### config.mk
export PLATFORM = sky130hd
export DESIGN_NAME = game_state_ctrl
export DESIGN_NICKNAME = d
export VERILOG_FILES = /design/src/rtl/game_state_ctrl.sv
export SDC_FILE = /design/constraint.sdc
export NUM_CORES = 1
export LEC_CHECK = 0
export CAP_MARGIN = 20
export CORE_MARGIN = 4
export CORE_UTILIZATION = 49
export CTS_CLUSTER_DIAMETER = 200
export DETAILED_ROUTE_END_ITERATION = 6
export PLACE_DENSITY = 0.73
export SKIP_CTS_REPAIR_TIMING = 1
export SKIP_LAST_GASP = 1
export SLEW_MARGIN = 20
export SYNTH_ARGS = -nofsm -noshare
export SYNTH_HDL_FRONTEND = slang
export SYNTH_SLANG_ARGS = --single-unit
### constraint.sdc
create_clock -name i_clk -period 1.8 [get_ports i_clk]
set_clock_uncertainty 0.2 [all_clocks]
set_input_delay 0.45 -clock i_clk [delete_from_list [all_inputs] [get_ports i_clk]]
set_output_delay 0.45 -clock i_clk [all_outputs]
set_load 0.02 [all_outputs]
### src/rtl/game_state_ctrl.sv
// Game-flow controller: filters PS/2 break codes into make-code pulses and sequences
// IDLE -> READY (seconds countdown) -> PLAY -> OVER for the downstream timers.
module game_state_ctrl #(
  parameter int unsigned CLK_FREQ   = 50000000,
  parameter int unsigned READY_SEC  = 3,
  parameter logic [7:0]  KEY_START  = 8'h5A,
  parameter logic [7:0]  KEY_ABORT  = 8'h76,
  parameter logic [7:0]  BREAK_CODE = 8'hF0
) (
  input  logic       i_clk,
  input  logic       i_rst_n,
  input  logic       i_ps2_key_pressed,
  input  logic [7:0] i_ps2_key_data,
  input  logic       i_hit,
  input  logic       i_win,
  output logic [2:0] o_game_status,
  output logic       o_key_valid,
  output logic [7:0] o_key_code,
  output logic [3:0] o_countdown,
  output logic       o_result_win
);

  localparam int unsigned TickW = (CLK_FREQ > 1) ? $clog2(CLK_FREQ) : 1;
  localparam logic [TickW-1:0] TickMax = TickW'(CLK_FREQ - 1);
  localparam logic [3:0] CountLoad = 4'(READY_SEC);

  typedef enum logic [1:0] {
    StIdle  = 2'd0,
    StReady = 2'd1,
    StPlay  = 2'd2,
    StOver  = 2'd3
  } state_e;

  state_e           r_state, w_state_d;
  logic             r_break, w_break_d;
  logic             r_key_valid;
  logic [7:0]       r_key_code;
  logic [3:0]       r_count, w_count_d;
  logic [TickW-1:0] r_tick, w_tick_d;
  logic             r_result, w_result_d;

  logic             w_accept;
  logic             w_start;
  logic             w_abort;

  // A make code is accepted only when no break prefix is pending.
  always_comb begin
    w_accept  = i_ps2_key_pressed && !r_break && (i_ps2_key_data != BREAK_CODE);
    w_start   = w_accept && (i_ps2_key_data == KEY_START);
    w_abort   = w_accept && (i_ps2_key_data == KEY_ABORT);
    w_break_d = r_break;
    if (i_ps2_key_pressed) begin
      w_break_d = !r_break && (i_ps2_key_data == BREAK_CODE);
    end
  end

  always_comb begin
    w_state_d  = r_state;
    w_count_d  = r_count;
    w_tick_d   = '0;
    w_result_d = r_result;
    unique case (r_state)
      StIdle: begin
        if (w_start) begin
          w_state_d = StReady;
          w_count_d = CountLoad;
        end
      end
      StReady: begin
        w_tick_d = r_tick + 1'b1;
        if (r_tick == TickMax) begin
          w_tick_d  = '0;
          w_count_d = r_count - 1'b1;
          if (r_count == 4'd1) begin
            w_state_d = StPlay;
          end
        end
      end
      StPlay: begin
        if (i_hit) begin
          w_state_d  = StOver;
          w_result_d = 1'b0;
        end else if (i_win) begin
          w_state_d  = StOver;
          w_result_d = 1'b1;
        end
      end
      StOver: begin
        if (w_start) begin
          w_state_d = StReady;
          w_count_d = CountLoad;
        end
      end
    endcase
    // Abort overrides everything else, but leaves the last result visible.
    if (w_abort) begin
      w_state_d  = StIdle;
      w_count_d  = '0;
      w_tick_d   = '0;
      w_result_d = r_result;
    end
  end

  always_ff @(posedge i_clk or negedge i_rst_n) begin
    if (!i_rst_n) begin
      r_state     <= StIdle;
      r_break     <= 1'b0;
      r_key_valid <= 1'b0;
      r_key_code  <= 8'h00;
      r_count     <= 4'd0;
      r_tick      <= '0;
      r_result    <= 1'b0;
    end else begin
      r_state     <= w_state_d;
      r_break     <= w_break_d;
      r_key_valid <= w_accept;
      if (w_accept) begin
        r_key_code <= i_ps2_key_data;
      end
      r_count     <= w_count_d;
      r_tick      <= w_tick_d;
      r_result    <= w_result_d;
    end
  end

  assign o_game_status = {1'b0, r_state};
  assign o_key_valid   = r_key_valid;
  assign o_key_code    = r_key_code;
  assign o_countdown   = r_count;
  assign o_result_win  = r_result;

endmodule
### Word level (Yosys, flattened, before mapping)

Index checks and enable logic that the tools add are counted.
Widths: inputs -> output; s select.

* multiplexer cells: 16
* reductions and logical operators: 13
* eq/ne operators: 13
* bitwise gates (word level): 1
* add/subtract/negate cells: 2

Operators by type and width (count)
* $mux 26: 3
* $add 26x1->26 const B: 1
* $eq 26x26->1 const B: 1
* $eq 8x7->1 const B: 2
* $mux 2: 6
* $mux 4: 3
* $eq 8x8->1 const B: 1
* $ne 8x8->1 const B: 1
* $pmux 4 s2: 1
* $ne 3x3->1 const B: 2
* $pmux 2 s3: 1
* $reduce_and 3->1: 2
* $logic_and 1x1->1: 5
* $eq 2x2->1 const B: 2
* $eq 4x1->1 const B: 1
* $ne 4x4->1 const B: 1
* $reduce_and 4->1: 1
* $sub 4x1->4 const B: 1
* $ne 3x1->1 const B: 1
* $reduce_bool 3->1: 1
* $eq 2x1->1 const B: 1
* $logic_not 2->1: 1
* $mux 1: 2
* $reduce_bool 2->1: 1
* other kinds (3): 3

* logic and storage cells: 52
* bits of input ports: 13
* bits in registers: 43
* output and inout bits: 17

### Depth between registers and ports, before layout

Gate-level depths: netlist (run 1).

* word-level depth: 7
* gate-level depth with buffers: 8
* gate-level depth less buffers: 7

### Worst setup path before layout (run 1)

OpenSTA, ideal clock, no wires.

* kind: flip-flop to flip-flop
* start: reg r_count[1] (netlist: o_countdown[1])
* end: reg r_state[1]
* setup time: 0.066 ns
* buffers on the path: 0
* slack: -0.226 ns
* period minus slack after synthesis: 2.026 ns
* cell stages (with the launch flop): 8
* data required time: 1.534 ns
* data arrival time: 1.760 ns
* path through: dfrtp_1 > inv_1 > ha_1 > nor4bb_1 > nand2_1 > o31a_1 > or4_1 > nand2_1

* longest elaborated chain between the ends: 3

Ends and longest elaborated chain
* from (decl): RTL line 38 `logic [3:0] r_count, w_count_d;`
* from (signal assigned): RTL line 120 `r_count <= w_count_d;`
* $eq 4x1->1: RTL line 74 `if (r_count == 4'd1) begin`
* $ne 3x3->1 (no line)
* $reduce_and 4->1 (no line)
* to (signal assigned): RTL line 106 `r_state <= StIdle;`
* to (signal assigned): RTL line 114 `r_state <= w_state_d;`
* to (decl): RTL line 34 `state_e r_state, w_state_d;`

No other way between the ends.
A chain may end at the register's enable or synchronous reset.

### Worst setup path after layout (run 1)

* start: reg r_tick[8]
* end: reg r_state[1]

* longest elaborated chain between the ends: 3

Ends and longest elaborated chain
* from (decl): RTL line 39 `logic [TickW-1:0] r_tick, w_tick_d;`
* from (signal assigned): RTL line 121 `r_tick <= w_tick_d;`
* $eq 26x26->1: RTL line 71 `if (r_tick == TickMax) begin`
* $ne 3x3->1 (no line)
* $reduce_and 4->1 (no line)

No other way between the ends.

==> results of run 1 <==
cells in the mapped netlist, drive strengths merged, types with 2 or more instances:
cell type / count
xor2: 9
dfrtp: 43
and3: 4
ha: 5
mux2: 8
a31oi: 4
o21ai: 4
nand2: 14
nor4: 5
nand4: 7
inv: 8
nand3: 10
xnor2: 15
nand2b: 4
nor2: 31
nand3b: 2
nor4b: 2
buf: 7
clkbuf: 2
a21oi: 2
nor3: 11
and4: 3
or3: 2
cell families after synthesis:
family	count (synthesis)	share of synthesized area
AO/OA/AOI/OAI	19	0.0637
XOR/XNOR	24	0.0956
adder cells (fa/ha/maj)	5	0.0284
buffers and inverters	17	0.0347
flip-flops	43	0.489
multiplexers	8	0.0410
other	1	0.00170
AND/OR/NAND/NOR	103	0.246
critical path, cell delays in order (launching register included):
cell,delay (ns)
sky130_fd_sc_hd__dfrtp_1,0.42
sky130_fd_sc_hd__nor4b_4,0.31
sky130_fd_sc_hd__nand4_1,0.20
sky130_fd_sc_hd__o31a_1,0.30
sky130_fd_sc_hd__or4_1,0.48
sky130_fd_sc_hd__nand2_1,0.08
metal layers:
metal	vias up	share of wire	GRT usage
met5	-	0	0
met4	0	0.026	0.0731
met3	28	0.050	0.0334
met2	90	0.53	0.340
met1	1102	0.39	0.259
li1	981	-	-
final cells by class:
class                      count  area share
inverter                       8     0.00796
tap                           52      0.0172
multi-input combinational    160       0.391
sequential                    43       0.286
clock buffer                   5      0.0182
clock inverter                 3      0.0116
timing repair buffer         106       0.268
worst paths after layout:
kind / to / cells after the start / slack [ns] / start
setup / recovery: r_state[1]$_DFFE_PN0P_ / 5 / -0.26 / r_tick[8]$_DFF_PN0_
hold / removal: o_key_code[4]$_DFFE_PN0P_ / 2 / 0.23 / i_ps2_key_data[4]
max in group asynchronous: o_countdown[0]$_DFFE_PN0P_ / 3 / 0.72 / i_rst_n
hold reg to reg: o_key_code[6]$_DFFE_PN0P_ / 1 / 0.31 / o_key_code[6]$_DFFE_PN0P_
setup reg to reg: r_state[1]$_DFFE_PN0P_ / 5 / -0.26 / r_tick[8]$_DFF_PN0_
min in group asynchronous: r_tick[6]$_DFF_PN0_ / 3 / 0.45 / i_rst_n
through the flow:
stage                util  total power, mW  hold WS (ns)
floorplan               -             1.82       -0.0456
global placement    0.698             2.34         0.240
detailed placement  0.698             2.37         0.242
CTS                 0.724             3.13       -0.0859
global route        0.867             3.92         0.241
finish              0.867             3.75         0.230
sequential cells by signal (all words and copies together) (netlist names):
register	cells
r_tick	26
o_key_code	8
o_countdown	4
r_state	2
o_key_valid	1
o_result_win	1
r_break	1
where the power goes:
group	leakage (nW)	switching, mW	internal, mW	total, mW
clock network	0.0581	0.359	0.414	0.772
logic	1.18	0.923	0.878	1.80
registers	0.554	0.0960	1.08	1.18
total	1.79	1.38	2.37	3.75
==> load_flow_metrics.sql, run 1 <==
INSERT INTO impl_metrics (metric_group, metric, value, unit) VALUES
('placed_design', 'preCtsSetupSlack', '-0.698', 'ns'),
('synthesis', 'ys_seq_elements', '43', ''),
('synthesis', 'synth_top_cell_area_share', '0.489', ''),
('pwr', 'power.density', '993', 'nW/um^2'),
('worst_setup_path', 'worstSetupEndpointType', 'flop', ''),
('timing', 'final.setup.worst_slack', '-0.263', 'ns'),
('clock_network', 'clk_pin_slew_worst_paths', '0.09', 'ns'),
('synthesis', 'ys_dominant_reg_cell', 'sky130_fd_sc_hd__dfrtp_1', ''),
('route', 'route.antenna.remaining_nets', '0', ''),
('global_route', 'globalRoute.totalOverflow', '0', ''),
('clock_network', 'cts.sinks', '43', ''),
('timing', 'max_clock_freq', '485', 'MHz'),
('floorplan', 'die-area', '5630', 'um^2'),
('synthesis', 'ys_async_sr_fraction', '1.00', ''),
('route', 'via_density', '5.84', ''),
('outcome', 'violated_checks', 'setup timing', ''),
('layout', 'num-fill-cells', '197', ''),
('route', 'vias', '2201', ''),
('synthesis', 'ys_types', '44', ''),
('timing', 'setup-violations-final', '41', ''),
('outcome', 'result_of_the_run', 'complete, but fails checks', ''),
('layout', 'seq_area', '1080', 'um^2'),
('clock_network', 'root_buffer', 'sky130_fd_sc_hd__clkbuf_8', ''),
('worst_setup_path', 'worst-path-max-fanout', '3', ''),
('global_route', 'pin_count_of_the_biggest_net_entering_global_routing', '44', ''),
('clock_network', 'clockBufferDepth', '2', ''),
('floorplan', 'coreArea', '4350', 'um^2'),
('global_route', 'grt_antenna_before_repair', '0', ''),
('floorplan', 'floorplan.die.width', '75', 'um'),
('placed_design', 'routabilityCongestion', '0.813', ''),
('route', 'detail_route.iter0.violations', '179', ''),
('pwr', 'power.static_leakage', '1.79', 'nW'),
('synthesis', 'post_synth_main_area_contributors', 'sky130_fd_sc_hd__dfrtp_1, sky130_fd_sc_hd__xnor2_1, sky130_fd_sc_hd__nor2_1, sky130_fd_sc_hd__mux2_2, sky130_fd_sc_hd__xor2_1', ''),
('placed_design', 'portBuffers', '28', ''),
('floorplan', 'fp-row-count', '24', ''),
('synthesis', 'synth_nets', '238', ''),
('synthesis', 'synthesis.area', '2200', 'um^2'),
('placed_design', 'dpl-instance-area', '3040', 'um^2'),
('floorplan', 'effective_utilization_at_floorplan', '0.505', ''),
('pwr', 'ir_worst_vdd', '0.824', 'mV'),
('placed_design', 'dp.cells', '350', ''),
('clock_network', 'clock_tree.htree_level_count', '2', ''),
('route', 'drt-pass1-iter-count', '4', ''),
('worst_setup_path', 'start_kind', 'flop', ''),
('global_route', 'globalRouteTotalUtil', '0.201', ''),
('clock_network', 'cts_tree', 'built', ''),
('floorplan', 'fp.dieH', '75', 'um'),
('synthesis', 'syn-instance-count', '220', ''),
('synthesis', 'ys_warn_count', '0', ''),
('layout', 'commonest_non_fill_non_tap_cells_in_the_layout', 'sky130_fd_sc_hd__buf_4, sky130_fd_sc_hd__dfrtp_1, sky130_fd_sc_hd__dlymetal6s2s_1', ''),
('route', 'wire_per_inst', '19.8', 'um'),
('layout', 'layout.cell_area.non_filler', '3770', 'um^2'),
('synthesis', 'synth_enable_flop_cells', '0', ''),
('synthesis', 'yosysSeqAreaShare', '0.489', ''),
('timing', 'fin_crit_sh', '1.15', ''),
('synthesis', 'dominant_cell_type_by_area_after_synthesis', 'sky130_fd_sc_hd__dfrtp_1', ''),
('layout', 'most_common_cell_after_layout_fill_and_taps_aside', 'sky130_fd_sc_hd__buf_4', ''),
('layout', 'numnets_final', '342', ''),
('timing', 'hold_viol', '0', ''),
('worst_setup_path', 'worst-setup-path-type', 'flop to flop', ''),
('worst_setup_path', 'worstPathArrival', '2.11', 'ns'),
('timing', 'grt_setup_unrepaired', 'yes', ''),
('layout', 'area.growth.synth_to_final', '71.6', '%'),
('route', 'detail_route.drc_violations', '0', ''),
('timing', 'final_worst_path_period_need', '2.06', 'ns'),
('route', 'routed_wl', '7470', 'um'),
('clock_network', 'numCtsBuffers', '5', ''),
('run', 'timing.max_cap.violations', '0', ''),
('synthesis', 'syn_avg_cell_area', '10.0', 'um^2'),
('timing', 'setup_total_negative_slack', '-6.37', 'ns'),
('global_route', 'grt_pass1_vias', '1904', ''),
('layout', 'share_of_layout_cells_above_drive_strength_1', '0.492', ''),
('worst_setup_path', 'worst-endpoint-required', '1.85', 'ns'),
('global_route', 'grt_first_pass_wirelength', '8670', 'um'),
('hold_path', 'worst_hold_path_type', 'input port to flop', ''),
('timing', 'final_max_slew_viol_count', '0', ''),
('layout', 'antenna-diode-count', '0', ''),
('layout', 'area_of_the_multi_input_gates', '1480', 'um^2'),
('layout', 'final-instance-count-excl-fill', '377', ''),
('clock_network', 'insertion_delay', '0.31', 'ns'),
('floorplan', 'floorplan.io_pins', '30', ''),
('placed_design', 'hpwlAfterDp', '3830', 'um');
Power figures use the tool's default switching activity.
==> run 2, diff against run 1 <==
GPL_TIMING_DRIVEN = 0   (was not set)
SETUP_SLACK_MARGIN = 0.3   (was not set)
SLEW_MARGIN = not set   (was 20)
==> run 2 against run 1 <==
Against the previous run: hold slack better by 0.015 ns; cell count is 12% lower; global-route usage is 2.1 points lower; combinational power is 36% lower; worst setup slack worse by 0.0028 ns; routed wire length is 30% lower; the run still ends with setup timing left; clock-buffer cell count is 1 higher.
==> load_flow_metrics.sql, run 2 (synthesis results as in run 1) <==
INSERT INTO impl_metrics (metric_group, metric, value, unit) VALUES
('worst_setup_path', 'worstPathArrival', '2.10', 'ns'),
('worst_setup_path', 'timing.rr.end', 'r_state[1]$_DFFE_PN0P_', ''),
('global_route', 'grt_antenna_before_repair', '0', ''),
('pwr', 'ir_worst_vdd', '1.03', 'mV'),
('floorplan', 'die-area', '5630', 'um^2'),
('clock_network', 'insertion_delay', '0.29', 'ns'),
('worst_setup_path', 'worst-setup-path-type', 'flop to flop', ''),
('timing', 'final.setup.worst_slack', '-0.266', 'ns'),
('outcome', 'violated_checks', 'setup timing', ''),
('global_route', 'grt_first_pass_wirelength', '7720', 'um'),
('clock_network', 'clockBufferDepth', '2', ''),
('clock_network', 'numCtsBuffers', '5', ''),
('timing', 'setup-violations-final', '40', ''),
('timing', 'fin_crit_sh', '1.15', ''),
('worst_setup_path', 'r2r-start', 'r_tick[10]$_DFF_PN0_', ''),
('clock_network', 'clk_pin_slew_worst_paths', '0.08', 'ns'),
('placed_design', 'dp.cells', '301', ''),
('layout', 'numnets_final', '296', ''),
('global_route', 'grt_pass1_vias', '1594', ''),
('route', 'vias', '1852', ''),
('timing', 'max_clock_freq', '484', 'MHz'),
('layout', 'commonest_non_fill_non_tap_cells_in_the_layout', 'sky130_fd_sc_hd__dfrtp_1, sky130_fd_sc_hd__nor2_1, sky130_fd_sc_hd__buf_6', ''),
('timing', 'hold-worst-slack', '0.245', 'ns'),
('floorplan', 'effective_utilization_at_floorplan', '0.505', ''),
('hold_path', 'worst_hold_startpoint', 'i_ps2_key_data[4]', ''),
('route', 'wire_per_inst', '15.7', 'um'),
('route', 'route.antenna.remaining_nets', '0', ''),
('worst_setup_path', 'worst-endpoint-required', '1.83', 'ns'),
('worst_setup_path', 'cp-startpoint', 'r_tick[10]$_DFF_PN0_', ''),
('floorplan', 'floorplan.die.width', '75', 'um'),
('placed_design', 'routabilityCongestion', '0.795', ''),
('hold_path', 'worst_hold_path_type', 'input port to flop', ''),
('outcome', 'result_of_the_run', 'complete, but fails checks', ''),
('layout', 'largest_register', 'r_tick', ''),
('timing', 'hold_viol', '0', ''),
('timing', 'final_worst_path_period_need', '2.07', 'ns'),
('layout', 'share_of_layout_cells_above_drive_strength_1', '0.337', ''),
('worst_setup_path', 'worstSetupEndpointType', 'flop', ''),
('placed_design', 'hpwlAfterDp', '3290', 'um'),
('route', 'detail_route.drc_violations', '0', ''),
('route', 'detail_route.iter0.violations', '138', ''),
('floorplan', 'fp.dieH', '75', 'um'),
('hold_path', 'hold-path-endpoint', 'o_key_code[4]$_DFFE_PN0P_', ''),
('placed_design', 'portBuffers', '28', ''),
('hold_path', 'hold-path-cell-count', '2', ''),
('layout', 'largest_register_ffs', '26', ''),
('clock_network', 'clock_tree.htree_level_count', '2', ''),
('clock_network', 'cts_tree', 'built', ''),
('global_route', 'globalRouteTotalUtil', '0.180', ''),
('run', 'timing.max_cap.violations', '0', ''),
('floorplan', 'coreArea', '4350', 'um^2'),
('route', 'routed_wl', '5200', 'um'),
('pwr', 'power.static_leakage', '1.41', 'nW'),
('layout', 'area.growth.synth_to_final', '40.7', '%'),
('worst_setup_path', 'worst_r2r_path_depth', '5', ''),
('placed_design', 'preCtsSetupSlack', '-0.803', 'ns'),
('global_route', 'globalRoute.totalOverflow', '0', ''),
('floorplan', 'floorplan.io_pins', '30', ''),
('worst_setup_path', 'start_kind', 'flop', ''),
('pwr', 'report.power.total', '3.23', 'mW'),
('global_route', 'pin_count_of_the_biggest_net_entering_global_routing', '29', ''),
('route', 'drt-pass1-iter-count', '5', ''),
('timing', 'final_max_slew_viol_count', '0', ''),
('floorplan', 'fp-row-count', '24', ''),
('worst_setup_path', 'worst-path-max-fanout', '5', ''),
('pwr', 'power.density', '1040', 'nW/um^2'),
('clock_network', 'cts.sinks', '43', ''),
('clock_network', 'root_buffer', 'sky130_fd_sc_hd__clkbuf_8', ''),
('layout', 'most_common_cell_after_layout_fill_and_taps_aside', 'sky130_fd_sc_hd__dfrtp_1', ''),
('worst_setup_path', 'r2r_slack', '-0.27', 'ns'),
('timing', 'grt_setup_unrepaired', 'yes', ''),
('layout', 'final-instance-count-excl-fill', '331', ''),
('layout', 'fin_util', '0.711', ''),
('layout', 'antenna-diode-count', '0', ''),
('route', 'via_density', '5.60', '');
-- run 2: cell types whose count changed in the layout (fill, tap and decap cells not counted), moves of 3 or more --
cell / before / now
sky130_fd_sc_hd__nand3_1: 7 / 10
sky130_fd_sc_hd__dfrtp_2: 3 / 7
sky130_fd_sc_hd__nor2_4: 20 / 0
sky130_fd_sc_hd__buf_6: 4 / 21
sky130_fd_sc_hd__clkbuf_16: 3 / 0
sky130_fd_sc_hd__buf_4: 67 / 18
sky130_fd_sc_hd__nand3_2: 3 / 0
sky130_fd_sc_hd__nor2_1: 6 / 31
sky130_fd_sc_hd__dfrtp_1: 40 / 36
sky130_fd_sc_hd__buf_2: 1 / 4
sky130_fd_sc_hd__nor2_2: 5 / 0
sky130_fd_sc_hd__dlymetal6s2s_1: 21 / 7
-- run 2: area by class of cell --
cell class                 count  area (um^2)
fill                         310         1260
sequential                    43         1080
inverter                       8         30.0
buffer                         9         82.6
multi-input combinational    160         1210
clock buffer                   6         72.6
timing repair buffer          51          487
clock inverter                 2         60.1
tap                           52         65.1
-- run 2: per-stage QoR --
step | TNS, ns | instance area [um^2]
global route | -8.22 | 3100
floorplan | -1.63 | 2290
CTS | -15.75 | 2790
detailed placement | -26.60 | 2660
finish | -4.67 | 3100
global placement | -72.42 | 2640
-- run 2: how the worst max path moves through the flow --
| stage | slack [ns] | to | depth (start not counted) |
|---|---|---|---|
| after CTS | -0.51 | r_state[1]$_DFFE_PN0P_ | 6 |
| final | -0.27 | r_state[1]$_DFFE_PN0P_ | 5 |
| after detailed placement | -0.80 | r_state[1]$_DFFE_PN0P_ | 6 |
| after global placement | -1.24 | r_state[0]$_DFFE_PN0P_ | 1 |
| after global routing | -0.34 | r_state[1]$_DFFE_PN0P_ | 5 |
| after floorplan | -0.12 | r_state[1]$_DFFE_PN0P_ | 5 |
-- run 2: routing by layer --
metal / track usage / vias up / share of wire / wire length [um]
li1: - / 891 / - / -
met1: 0.259 / 919 / 0.46 / 2390
met2: 0.269 / 40 / 0.49 / 2560
met3: 0.0481 / 2 / 0.045 / 235
met4: 0.0494 / 0 / 0.0042 / 22
met5: 0 / - / 0 / 0
-- run 2: worst max-delay path, cell delays in order (launching register included) --
cell and delay, ns:
sky130_fd_sc_hd__dfrtp_2 0.46, sky130_fd_sc_hd__nor4b_4 0.28, sky130_fd_sc_hd__nand4_1 0.25, sky130_fd_sc_hd__o31a_1 0.34, sky130_fd_sc_hd__or4_1 0.41, sky130_fd_sc_hd__nand2_1 0.07
-- run 2: power breakdown --
part	switching (mW)	internal (mW)
Sequential	0.121	1.08
Clock	0.325	0.555
Combinational	0.586	0.567
Total	1.03	2.20
==> run 3, diff against run 2 <==
CORE_UTILIZATION = 51   (was 49)
CTS_BUF_LIST = sky130_fd_sc_hd__clkbuf_8   (was not set)
PLACE_DENSITY = 0.76   (was 0.73)
==> run 3 against run 2 <==
Against the previous run: the run still ends with setup timing left; maximum frequency shrank 1.9%; register-to-register slack got worse by 0.04 ns; first-iteration DRC count fell by 38%; clock-buffer cell count down 1; non-clock buffer count increased by 11; sequential share of layout area is 2.0 points lower; die area is 3.5% lower; routed wire length grew 6.1%; sequential power about the same; final area rose by 6.4%; combinational power grew 29%; critical path type unchanged; largest power group is now combinational cells; highest routed layer unchanged.
==> load_flow_metrics.sql, run 3 (synthesis results as in run 1) <==
INSERT INTO impl_metrics (metric_group, metric, value, unit) VALUES
('worst_setup_path', 'crit_path_max_incr_delay', '0.38', 'ns'),
('clock_network', 'clk_pin_slew_worst_paths', '0.08', 'ns'),
('global_route', 'globalRoute.totalOverflow', '0', ''),
('layout', 'commonest_non_fill_non_tap_cells_in_the_layout', 'sky130_fd_sc_hd__dfrtp_1, sky130_fd_sc_hd__buf_4, sky130_fd_sc_hd__buf_6', ''),
('hold_path', 'worst_hold_path_type', 'input port to flop', ''),
('timing', 'final_worst_path_period_need', '2.11', 'ns'),
('pwr', 'power.static_leakage', '1.44', 'nW'),
('clock_network', 'numCtsBuffers', '5', ''),
('worst_setup_path', 'critical_path.cell_chain', 'ha_2, and3_4, buf_6, nand4_1, o21a_2, nand2_4, clkbuf_16, nor2_2', ''),
('clock_network', 'insertion_delay', '0.30', 'ns'),
('placed_design', 'preCtsSetupSlack', '-0.795', 'ns'),
('timing', 'fin_crit_sh', '1.17', ''),
('placed_design', 'portBuffers', '28', ''),
('worst_setup_path', 'start_kind', 'flop', ''),
('timing', 'hold-worst-slack', '0.180', 'ns'),
('global_route', 'grt_antenna_before_repair', '0', ''),
('pwr', 'logic_gate_share_of_total_power', '0.432', ''),
('worst_setup_path', 'r2r_slack', '-0.31', 'ns'),
('layout', 'most_common_cell_after_layout_fill_and_taps_aside', 'sky130_fd_sc_hd__dfrtp_1', ''),
('timing', 'final_max_slew_viol_count', '0', ''),
('pwr', 'power.density', '1040', 'nW/um^2'),
('worst_setup_path', 'worst_r2r_path_depth', '8', ''),
('route', 'drt-pass1-iter-count', '6', ''),
('worst_setup_path', 'worst-endpoint-required', '1.79', 'ns'),
('global_route', 'grt_pass1_vias', '1613', ''),
('route', 'vias', '1890', ''),
('timing', 'max_clock_freq', '475', 'MHz'),
('worst_setup_path', 'worstPathArrival', '2.09', 'ns'),
('pwr', 'ir_worst_vdd', '0.971', 'mV'),
('layout', 'share_of_layout_cells_above_drive_strength_1', '0.459', ''),
('clock_network', 'clockBufferDepth', '2', ''),
('placed_design', 'routabilityCongestion', '0.823', ''),
('clock_network', 'cts_tree', 'built', ''),
('floorplan', 'floorplan.die.width', '73.7', 'um'),
('global_route', 'globalRouteTotalUtil', '0.184', ''),
('worst_setup_path', 'worst-path-max-fanout', '7', ''),
('clock_network', 'cts.sinks', '43', ''),
('layout', 'fin_util', '0.806', ''),
('route', 'wire_per_inst', '16.2', 'um'),
('floorplan', 'coreArea', '4090', 'um^2'),
('worst_setup_path', 'timing.critical_path.slowest_stage_cell', 'sky130_fd_sc_hd__dfrtp_1', ''),
('pwr', 'clock_power_share', '0.220', ''),
('timing', 'setup-violations-final', '38', ''),
('run', 'timing.max_cap.violations', '0', ''),
('floorplan', 'die-area', '5430', 'um^2'),
('layout', 'largest_register_ffs', '26', ''),
('floorplan', 'effective_utilization_at_floorplan', '0.538', ''),
('layout', 'num-fill-cells', '229', ''),
('pwr', 'seq_power_share', '0.348', ''),
('route', 'via_density', '5.56', ''),
('worst_setup_path', 'timing.rr.end', 'r_tick[16]$_DFF_PN0_', ''),
('placed_design', 'dp.cells', '299', ''),
('route', 'route.antenna.remaining_nets', '0', ''),
('pwr', 'power.switching', '1.19', 'mW'),
('route', 'detail_route.iter0.violations', '85', ''),
('worst_setup_path', 'r2r-start', 'r_tick[0]$_DFF_PN0_', ''),
('global_route', 'grt_first_pass_wirelength', '7650', 'um'),
('worst_setup_path', 'cp-startpoint', 'r_tick[0]$_DFF_PN0_', ''),
('outcome', 'result_of_the_run', 'complete, but fails checks', ''),
('route', 'routed_wl', '5520', 'um'),
('worst_setup_path', 'worst_setup_path_endpoint', 'r_tick[16]$_DFF_PN0_', ''),
('clock_network', 'clock_tree.htree_level_count', '2', ''),
('worst_setup_path', 'worstSetupEndpointType', 'flop', ''),
('floorplan', 'fp-row-count', '23', ''),
('timing', 'hold_viol', '0', ''),
('floorplan', 'floorplan.io_pins', '30', ''),
('route', 'detail_route.drc_violations', '0', ''),
('outcome', 'violated_checks', 'setup timing', ''),
('timing', 'setup_total_negative_slack', '-8.28', 'ns'),
('clock_network', 'root_buffer', 'sky130_fd_sc_hd__clkbuf_8', ''),
('layout', 'antenna-diode-count', '0', ''),
('floorplan', 'fp.dieH', '73.7', 'um'),
('placed_design', 'hpwlAfterDp', '3280', 'um'),
('pwr', 'power_switching_share', '0.349', ''),
('worst_setup_path', 'worst-setup-path-type', 'flop to flop', ''),
('layout', 'final-instance-count-excl-fill', '340', ''),
('pwr', 'power_report.internal_total', '2.22', 'mW'),
('layout', 'largest_register', 'r_tick', ''),
('timing', 'final.setup.worst_slack', '-0.307', 'ns'),
('timing', 'grt_setup_unrepaired', 'yes', ''),
('layout', 'area.growth.synth_to_final', '49.7', '%'),
('layout', 'numnets_final', '307', ''),
('global_route', 'pin_count_of_the_biggest_net_entering_global_routing', '29', '');
run 3: cell type report:
class                   count  area (um^2)  share of cell area
well taps                  50         62.6              0.0190
inverters                   8         30.0             0.00912
clock inverters             3         43.8              0.0133
plain buffers               9         96.3              0.0293
clock buffers               5         68.8              0.0209
repair buffers             62          584               0.177
multi-input cells         160         1320               0.401
flip-flops and latches     43         1090               0.330
run 3: worst max-delay path: cells and delay by family (launching register included):
kind | cells | cell delay, ns
buffers and inverters | 2 | 0.30
and+or+nand+nor | 4 | 0.58
adders and majority gates | 1 | 0.20
AOI/OAI and AO/OA | 1 | 0.34
DFF | 1 | 0.38
run 3: worst min path at each step:
stage / slack, ns / startpoint / to / cells past startpoint
after floorplan: -0.05 / i_rst_n / o_countdown[0]$_DFFE_PN0P_ / 0
after global routing: 0.17 / i_ps2_key_data[0] / o_key_code[0]$_DFFE_PN0P_ / 2
final: 0.18 / i_ps2_key_data[0] / o_key_code[0]$_DFFE_PN0P_ / 2
after detailed placement: 0.19 / i_rst_n / o_key_code[6]$_DFFE_PN0P_ / 1
after global placement: 0.27 / r_tick[0]$_DFF_PN0_ / r_tick[0]$_DFF_PN0_ / 1
after CTS: -0.13 / i_rst_n / o_key_code[5]$_DFFE_PN0P_ / 1
run 3: power groups by stage:
stage	sequential (mW)	clock (mW)	combinational (mW)
6_report	1.19	0.754	1.48
5_1_grt	1.20	0.812	1.59
4_1_cts	1.19	0.767	0.976
3_5_place_dp	1.21	0	0.964
3_3_place_gp	1.21	0	0.949
2_1_floorplan	1.28	0	0.549
run 3: stage by stage:
step / area (um^2) / power, mW
after floorplan: 2290 / 1.83
after global placement: 2640 / 2.16
after detailed placement: 2650 / 2.17
after CTS: 2770 / 2.94
after global routing: 3290 / 3.60
final: 3290 / 3.42
run 3: per-layer routing:
metal,share of wire,global-route usage,vias up
li1,-,-,912
met1,0.47,0.257,941
met2,0.49,0.281,35
met3,0.038,0.0506,2
met4,0.0062,0.0483,0
met5,0,0,-
